<file path="config.mk">
export PLATFORM = sky130hd
export DESIGN_NAME = iter_shifter_flat
export DESIGN_NICKNAME = d
export VERILOG_FILES = /design/src/rtl/iter_shifter_if.sv /design/src/rtl/iter_shifter.sv /design/src/flat_wrapper.sv
export SDC_FILE = /design/constraint.sdc
export NUM_CORES = 1
export LEC_CHECK = 0
export CORE_MARGIN = 2
export CORE_UTILIZATION = 53
export DETAILED_ROUTE_END_ITERATION = 6
export HOLD_SLACK_MARGIN = 0.1
export PLACE_DENSITY = 0.86
export SLEW_MARGIN = 20
export SYNTH_ARGS = -nofsm -noshare
export SYNTH_HDL_FRONTEND = slang
export SYNTH_SLANG_ARGS = --single-unit
</file>
<file path="constraint.sdc">
create_clock -name clk -period 3.5 [get_ports clk]
set_input_delay 0.35 -clock clk [delete_from_list [all_inputs] [get_ports clk]]
set_output_delay 0.35 -clock clk [all_outputs]
set_load 0.005 [all_outputs]
</file>
<file path="src/rtl/iter_shifter_if.sv">
`default_nettype none
// ---------------------------------------------------------------------------
// iter_shifter_if : start/busy/valid handshake bundle for iter_shifter
// Revision: 1.0
// ---------------------------------------------------------------------------
interface iter_shifter_if #(
   parameter int WIDTH = 32
);
   localparam int SHW = $clog2(WIDTH);

   logic             start_i;
   logic [1:0]       op_i;
   logic [WIDTH-1:0] data_i;
   logic [SHW-1:0]   shamt_i;
   logic             flush_i;
   logic             busy_o;
   logic             valid_o;
   logic [WIDTH-1:0] result_o;

   modport master (
      output start_i, op_i, data_i, shamt_i, flush_i,
      input  busy_o, valid_o, result_o
   );

   modport slave (
      input  start_i, op_i, data_i, shamt_i, flush_i,
      output busy_o, valid_o, result_o
   );
endinterface
`default_nettype wire

</file>
<file path="src/rtl/iter_shifter.sv">
`default_nettype none
// ---------------------------------------------------------------------------
// iter_shifter : multi-cycle SLL/SRL/SRA/ROR shifter, up to STEP bits per cycle
// Revision: 1.0
// ---------------------------------------------------------------------------
module iter_shifter #(
   parameter int WIDTH = 32,
   parameter int STEP  = 4
) (
   input  logic          clk,
   input  logic          rst_n,
   iter_shifter_if.slave bus
);
   localparam int SHW = $clog2(WIDTH);
   localparam int KW  = $clog2(STEP) + 1;
   localparam logic [SHW:0] c_step  = (SHW+1)'(STEP);
   localparam logic [SHW:0] c_width = (SHW+1)'(WIDTH);

   localparam logic [1:0] c_op_sll = 2'b00;
   localparam logic [1:0] c_op_srl = 2'b01;
   localparam logic [1:0] c_op_sra = 2'b10;

   typedef enum logic [1:0] {
      S_IDLE  = 2'b00,
      S_SHIFT = 2'b01,
      S_DONE  = 2'b10
   } state_t;

   state_t           r_state;
   logic [WIDTH-1:0] r_acc;
   logic [SHW:0]     r_rem;
   logic [1:0]       r_op;
   logic             r_fill;
   logic [WIDTH-1:0] r_result;

   logic [KW-1:0]    w_k;
   logic [SHW:0]     w_ror_back;
   logic [WIDTH-1:0] w_sll;
   logic [WIDTH-1:0] w_srl;
   logic [WIDTH-1:0] w_sra;
   logic [WIDTH-1:0] w_ror;
   logic [WIDTH-1:0] w_next;
   logic             w_accept;

   // k never exceeds STEP, so the shifter only needs log2(STEP)+1 amount bits
   assign w_k        = (r_rem > c_step) ? c_step[KW-1:0] : r_rem[KW-1:0];
   assign w_ror_back = c_width - (SHW+1)'(w_k);

   assign w_sll = r_acc << w_k;
   assign w_srl = r_acc >> w_k;
   assign w_sra = w_srl | (~({WIDTH{1'b1}} >> w_k) & {WIDTH{r_fill}});
   // k=0 gives a back-shift of WIDTH, which yields zero and leaves acc intact
   assign w_ror = w_srl | (r_acc << w_ror_back);

   always_comb begin
      w_next = w_ror;
      case (r_op)
         c_op_sll: w_next = w_sll;
         c_op_srl: w_next = w_srl;
         c_op_sra: w_next = w_sra;
         default:  w_next = w_ror;
      endcase
   end

   assign w_accept = bus.start_i && !bus.flush_i && (r_state != S_SHIFT);

   always_ff @(posedge clk or negedge rst_n) begin
      if (!rst_n) begin
         r_state  <= S_IDLE;
         r_acc    <= '0;
         r_rem    <= '0;
         r_op     <= 2'b00;
         r_fill   <= 1'b0;
         r_result <= '0;
      end else if (bus.flush_i) begin
         r_state <= S_IDLE;
      end else begin
         case (r_state)
            S_SHIFT: begin
               r_acc <= w_next;
               if (r_rem > c_step) begin
                  r_rem <= r_rem - c_step;
               end else begin
                  r_rem    <= '0;
                  r_result <= w_next;
                  r_state  <= S_DONE;
               end
            end
            default: begin
               if (w_accept) begin
                  r_acc   <= bus.data_i;
                  r_rem   <= {1'b0, bus.shamt_i};
                  r_op    <= bus.op_i;
                  r_fill  <= bus.data_i[WIDTH-1];
                  r_state <= S_SHIFT;
               end else begin
                  r_state <= S_IDLE;
               end
            end
         endcase
      end
   end

   assign bus.busy_o   = (r_state == S_SHIFT);
   assign bus.valid_o  = (r_state == S_DONE);
   assign bus.result_o = r_result;

endmodule
`default_nettype wire
</file>
<file path="src/flat_wrapper.sv">
// flat-port wrapper written by rule: the top's interface ports become plain ports
module iter_shifter_flat 
#(
   parameter int WIDTH = 32,
   parameter int STEP  = 4
)
  (clk, rst_n, bus_start_i, bus_op_i, bus_data_i, bus_shamt_i, bus_flush_i, bus_busy_o, bus_valid_o, bus_result_o);
  iter_shifter_if #(.WIDTH(WIDTH)) bus_i ();
  input  logic clk;
  input  logic rst_n;
  input wire logic [$bits(bus_i.start_i)-1:0] bus_start_i;
  input wire logic [$bits(bus_i.op_i)-1:0] bus_op_i;
  input wire logic [$bits(bus_i.data_i)-1:0] bus_data_i;
  input wire logic [$bits(bus_i.shamt_i)-1:0] bus_shamt_i;
  input wire logic [$bits(bus_i.flush_i)-1:0] bus_flush_i;
  output wire logic [$bits(bus_i.busy_o)-1:0] bus_busy_o;
  output wire logic [$bits(bus_i.valid_o)-1:0] bus_valid_o;
  output wire logic [$bits(bus_i.result_o)-1:0] bus_result_o;
  assign bus_i.start_i = bus_start_i;
  assign bus_i.op_i = bus_op_i;
  assign bus_i.data_i = bus_data_i;
  assign bus_i.shamt_i = bus_shamt_i;
  assign bus_i.flush_i = bus_flush_i;
  assign bus_busy_o = bus_i.busy_o;
  assign bus_valid_o = bus_i.valid_o;
  assign bus_result_o = bus_i.result_o;
  iter_shifter #(.WIDTH(WIDTH), .STEP(STEP)) u_core (.clk(clk), .rst_n(rst_n), .bus(bus_i));
endmodule
</file>
# Word level (Yosys, flattened, before mapping)
# Index checks and enable logic that the tools add are counted.
[classes]
n_addsub = 2
n_lt_le_gt_ge = 1
n_eq_ne = 6
shifts = 4
n_mux = 11
bitwise_logic = 7
reduce_logical = 8
[ops]
columns = ["op", "count"]
rows = [
  ["$pmux W32 S3", 1],
  ["$mux W32", 2],
  ["$or A32 B32 Y32", 2],
  ["$and A32 B32 Y32", 1],
  ["$not A32 Y32", 1],
  ["$shl A32 B3 Y32", 1],
  ["$shl A32 B6 Y32", 1],
  ["$shr A32 B3 Y32", 1],
  ["$shr A32 B3 Y32 const A", 1],
  ["$mux W6", 3],
  ["$gt A6 B3 Y1 const B", 1],
  ["$mux W2", 3],
  ["$reduce_and A3 Y1", 2],
  ["$sub A6 B3 Y6 const A", 1],
  ["$sub A6 B3 Y6 const B", 1],
  ["$eq A2 B1 Y1 const B", 2],
  ["$eq A2 B2 Y1 const B", 2],
  ["$mux W3", 1],
  ["$ne A3 B3 Y1 const B", 1],
  ["$not A1 Y1", 3],
  ["$logic_and A1 B1 Y1", 2],
  ["$logic_not A2 Y1", 1],
  ["$ne A2 B1 Y1 const B", 1],
  ["$reduce_and A2 Y1", 1],
  ["3 further kinds", 3],
]
[totals]
reg_bits = 75
inputBits = 43
output_inout_bits = 34
word_cells = 45

# Longest topological paths before layout
[logic_depth]
depth_word = 8
depth_mapped = 18
ltp_nobuf = 12

# Worst setup path after synthesis
# No wires, ideal clock.
[synth_timing]
path_type = "reg2reg"
startpoint = "reg u_core.r_rem[2]"
endpoint = "reg u_core.r_acc[30]"
setup_time_ns = 0.134
arrival_ns = 3.380
t_required_ns = 3.366
setup_slack_ns = -0.013
stages_incl_launch_ff = 17
path_buffers = 7
synth_period_minus_slack_ns = 3.513
path_cell_list = "dfrtp_1 inv_1 ha_1 buf_4 nand4bb_4 buf_6 buf_2 buf_2 buf_4 ha_1 buf_2 buf_1 mux4_2 mux2i_1 o22ai_1 a311oi_1 o22ai_1"
[synth_between]
elab_chain_len = 8
elab_cells_between_ends = 13
cone_classes = "1 x add/sub; 1 x order compare; 4 x shift; 3 x mux; 4 x bitwise"
[synth_lines]
columns = ["element", "line_no", "rtl"]
rows = [
  ["start, declared", "iter_shifter.sv:31", "logic [SHW:0] r_rem;"],
  ["start signal, assigned", "iter_shifter.sv:82", "r_rem <= r_rem - c_step;"],
  ["start signal, assigned", "iter_shifter.sv:92", "r_rem <= {1'b0, bus.shamt_i};"],
  ["$gt A6 B3 Y1", "iter_shifter.sv:46", "assign w_k = (r_rem > c_step) ? c_step[KW-1:0] : r_rem[KW-1:0];"],
  ["$mux W3 *", "iter_shifter.sv:46", ""],
  ["parallel branches: the longest is 4 deep, another holds $sub A6 B3 Y6", "--", ""],
  ["$pmux W32 S3 *", "iter_shifter.sv:57", "case (r_op)"],
  ["$mux W32 *", "iter_shifter.sv:78", "case (r_state)"],
  ["end signal, assigned", "iter_shifter.sv:80", "r_acc <= w_next;"],
  ["end signal, assigned", "iter_shifter.sv:91", "r_acc <= bus.data_i;"],
  ["end, declared", "iter_shifter.sv:30", "logic [WIDTH-1:0] r_acc;"],
]
# Mark *: on every way between the ends.
# A chain may end at the register's enable or synchronous reset.

# Worst setup path in the final report
[layout_timing]
startpoint = "reg u_core.r_rem[2]"
endpoint = "reg u_core.r_result[15], in the netlist u_core.bus.result_o[15]"
[layout_between]
elab_chain_len = 7
elab_cells_between_ends = 14
cone_classes = "1 x add/sub; 1 x order compare; 4 x shift; 2 x mux; 5 x bitwise; 1 x reduce/logical"
[layout_lines]
columns = ["element", "line_no", "rtl"]
rows = [
  ["parallel branches: the longest is 7 deep, another holds $gt A6 B3 Y1", "--", ""],
  ["end signal, assigned", "iter_shifter.sv:85", "r_result <= w_next;"],
  ["end, declared", "iter_shifter.sv:34", "logic [WIDTH-1:0] r_result;"],
]
# Several ways; the timed one is not identified.

==> results.sh <==
export IMPL_status="finished with violations"
export IMPL_violations="design-rule violations"
export IMPL_synthTopCellsByArea="dfrtp_1 (25%), nand2_1 (7.9%), a21oi_1 (7.4%)"
export IMPL_ir_worst_vdd_mv=0.5161
export IMPL_fp_dieArea_mm2=0.01493
export IMPL_grt_overflow_total=0
export IMPL_hpwl_um=19110
export IMPL_max_slew_margin=0.2956
export IMPL_cts_buffers=9
export IMPL_grtUsageMet2=0.5677
export IMPL_insertion_delay_ps=340
export IMPL_synth_edf_count=0
export IMPL_fin_tns_setup_ps=0
export IMPL_synth_warnings=0
export IMPL_fillers=1193
export IMPL_port_buffers=76
export IMPL_top_usage_layer="met2"
export IMPL_ctsRootBufferMaster="clkbuf_16"
export IMPL_reg2reg_slack_ps=340
export IMPL_endpoint_kind="flip-flop"
export IMPL_reg2regPathDepth=9
export IMPL_rows=43
export IMPL_htreeDepth=3
export IMPL_dieHeight_um=122.2
export IMPL_setup_viol=0
export IMPL_syn_avg_cell_area_um2=7.639
export IMPL_areaGrowthSynthToFinish_pct=14.98
export IMPL_fin_area_mm2=0.008511
export IMPL_start_kind="flip-flop"
export IMPL_grt_max_degree=76
export IMPL_grtUsageTotal=0.3766
export IMPL_finalNetCount=1031
export IMPL_firstDrtPassIters=7
export IMPL_dr_total_vias=8330
export IMPL_critical_path_class="reg2reg"
export IMPL_multi_input_area_mm2=0.004918
export IMPL_post_cts_resized=0
export IMPL_cp_data_required_time_ps=3730
export IMPL_grt_use_met1=0.4917
export IMPL_initial_utilization=0.5374
export IMPL_yosys_area_top_type_share=0.2535
export IMPL_yosys_top_cells_count="nand2_1 (156), a21oi_1 (109), dfrtp_1 (75)"
export IMPL_ys_seq_elements=75
export IMPL_crit_fanout=22
export IMPL_rr_startpoint="u_core.r_rem[2]"
export IMPL_fin_hold_ws_ps=141.7
export IMPL_synth_cell_type_count=76
export IMPL_syn_inst=969
export IMPL_cts_setup_buffers=0
export IMPL_grt_pass1_vias=7719
export IMPL_cts_clk_slew_worst_paths_ps=60
export IMPL_register_area_mm2=0.001877
export IMPL_hold_path_class="in2async"
export IMPL_cts_tree="built"
export IMPL_r2r_end="u_core.bus.result_o[15]"
export IMPL_finish_utilization=0.6179
export IMPL_fmax_ghz=0.3167
export IMPL_post_synth_top_count_cell="nand2_1"
export IMPL_tightest_slew_ps=1057
export IMPL_wl_per_cell_um=23.72
export IMPL_coreArea_mm2=0.01377
export IMPL_arrival_ps=3390
export IMPL_drc=2
export IMPL_grt_antenna_before_repair=0
export IMPL_power_density_mw_per_mm2=983.8
export IMPL_hold_viol=0
export IMPL_fin_crit_ps=3158
export IMPL_via_per_inst=7.138
export IMPL_numClockSinks=75
export IMPL_p_leak_nw=3.460
export IMPL_drive_gt1_frac=0.1084
export IMPL_die_w_um=122.2
export IMPL_met3_usage=0.08193
export IMPL_diodes=0
export IMPL_seq_area_frac_synth=0.2535
export IMPL_cts_hold_buf=0
export IMPL_synth_largest_area_cell="dfrtp_1"
export IMPL_ant_nets=0
export IMPL_cap_violations=0
export IMPL_place_congestion=1.019
export IMPL_syn_cell_area_mm2=0.007402
export IMPL_first_iter_violations=1211
export IMPL_synth_fp_nets=1018
export IMPL_synth_async_reset_ratio=1.000
export IMPL_grt_pass1_wl_um=43190
export IMPL_postPlaceCellArea_mm2=0.008169
export IMPL_post_route_period_util=0.9022
export IMPL_clock_path_buffers=2
export IMPL_num_io_pins=77
export IMPL_rsz0062_at_grt="no"
export IMPL_fin_skew_ps=6.511
export IMPL_drt_total_wl_um=27680
export IMPL_drv_slew=0
export IMPL_ys_flop_type="dfrtp_1"
==> metal layers <==
layer	part of all wire	vias to the layer above	wire length [um]
li1	-	3598	-
met4	0.070	0	1945
met2	0.45	733	12320
met3	0.12	164	3427
met1	0.36	3835	9985
met5	0	-	0
==> worst max-delay path, cell delays in order (launching register included) <==
cell,delay (ps)
dfrtp_1,430
inv_1,100
ha_1,290
buf_4,200
or3b_4,540
o21ai_0,210
a21oi_1,120
o32ai_1,450
o21ai_0,330
mux2_2,350
==> cells by family after synthesis <==
family / share of synthesized area
AOI/OAI and AO/OA: 0.3144
muxes: 0.1401
xor gates and xnor gates: 0.003719
buffers and inverters: 0.08452
and+or+nand+nor: 0.1935
DFF: 0.2535
adders and majority gates: 0.01014
==> sequential cells by signal (all words and copies together) (netlist names) <==
register / cells
u_core.bus.result_o: 32
u_core.r_acc: 32
u_core.r_fill: 1
u_core.r_op: 2
u_core.r_rem: 6
u_core.r_state: 2
==> worst max path at each step <==
stage                    start                       to
3_5_place_dp   u_core.r_rem[2]         u_core.r_acc[17]
4_1_cts        u_core.r_rem[2]         u_core.r_acc[20]
6_report       u_core.r_rem[2]  u_core.bus.result_o[15]
5_1_grt        u_core.r_rem[2]  u_core.bus.result_o[29]
3_3_place_gp   u_core.r_rem[2]  u_core.bus.result_o[15]
2_1_floorplan  u_core.r_rem[2]         u_core.r_acc[25]
==> where the power goes <==
part	total [W]	internal (W)	switching, W
Sequential	0.00218	0.00124	0.000943
Combinational	0.00511	0.00221	0.00290
Clock	0.00108	0.000699	0.000383
Total	0.00837	0.00415	0.00423
==> through the flow <==
| stage | setup WS (ps) | instances | power, W |
|---|---|---|---|
| after floorplan | 7.761 | 969 | 0.005343 |
| after global placement | 458.2 | 1151 | 0.006989 |
| after detailed placement | 431.4 | 1151 | 0.007053 |
| after CTS | 413.3 | 1167 | 0.008163 |
| after global routing | 232.3 | 1167 | 0.008789 |
| final | 342.4 | 1167 | 0.008373 |
==> area by class of cell <==
cell class / count / area share
inverter: 20 / 0.009409
clock inverter: 6 / 0.01323
clock buffer: 10 / 0.02690
multi-input combinational: 762 / 0.5779
timing repair buffer: 114 / 0.1256
sequential: 75 / 0.2205
tap: 180 / 0.02646
==> cells in the final DEF, fill, tap and decap left out, types with 4 or more instances in the layout <==
| cell type | netlist | layout |
|---|---|---|
| nand3_1 | 25 | 25 |
| nor2b_1 | 15 | 15 |
| ha_1 | 6 | 6 |
| nor3_1 | 23 | 23 |
| buf_4 | 11 | 37 |
| mux2_2 | 15 | 15 |
| a221oi_1 | 8 | 8 |
| o32ai_1 | 8 | 8 |
| a311oi_1 | 7 | 7 |
| a22o_1 | 4 | 4 |
| o21ai_0 | 62 | 62 |
| dfrtp_1 | 75 | 75 |
| and3_1 | 6 | 6 |
| a21oi_1 | 109 | 109 |
| inv_1 | 13 | 13 |
| nand2b_1 | 6 | 6 |
| and2_1 | 4 | 4 |
| a211oi_1 | 16 | 16 |
| clkinv_1 | 4 | 4 |
| o22ai_1 | 16 | 16 |
| o211ai_1 | 12 | 12 |
| o21ai_1 | 8 | 8 |
| o21bai_1 | 7 | 7 |
| clkdlybuf4s50_1 | 0 | 75 |
| or3_1 | 5 | 5 |
| nor3b_1 | 4 | 4 |
| a31oi_1 | 21 | 21 |
| nor2_1 | 58 | 57 |
| a21o_1 | 13 | 13 |
| mux2i_1 | 44 | 44 |
| a2bb2oi_1 | 8 | 8 |
| a22oi_1 | 16 | 16 |
| a32oi_1 | 6 | 6 |
| a211o_1 | 5 | 5 |
| mux4_2 | 19 | 19 |
| nand2_1 | 156 | 156 |
| o21a_1 | 6 | 6 |
| clkbuf_16 | 0 | 9 |
Power figures use the tool's default switching activity.
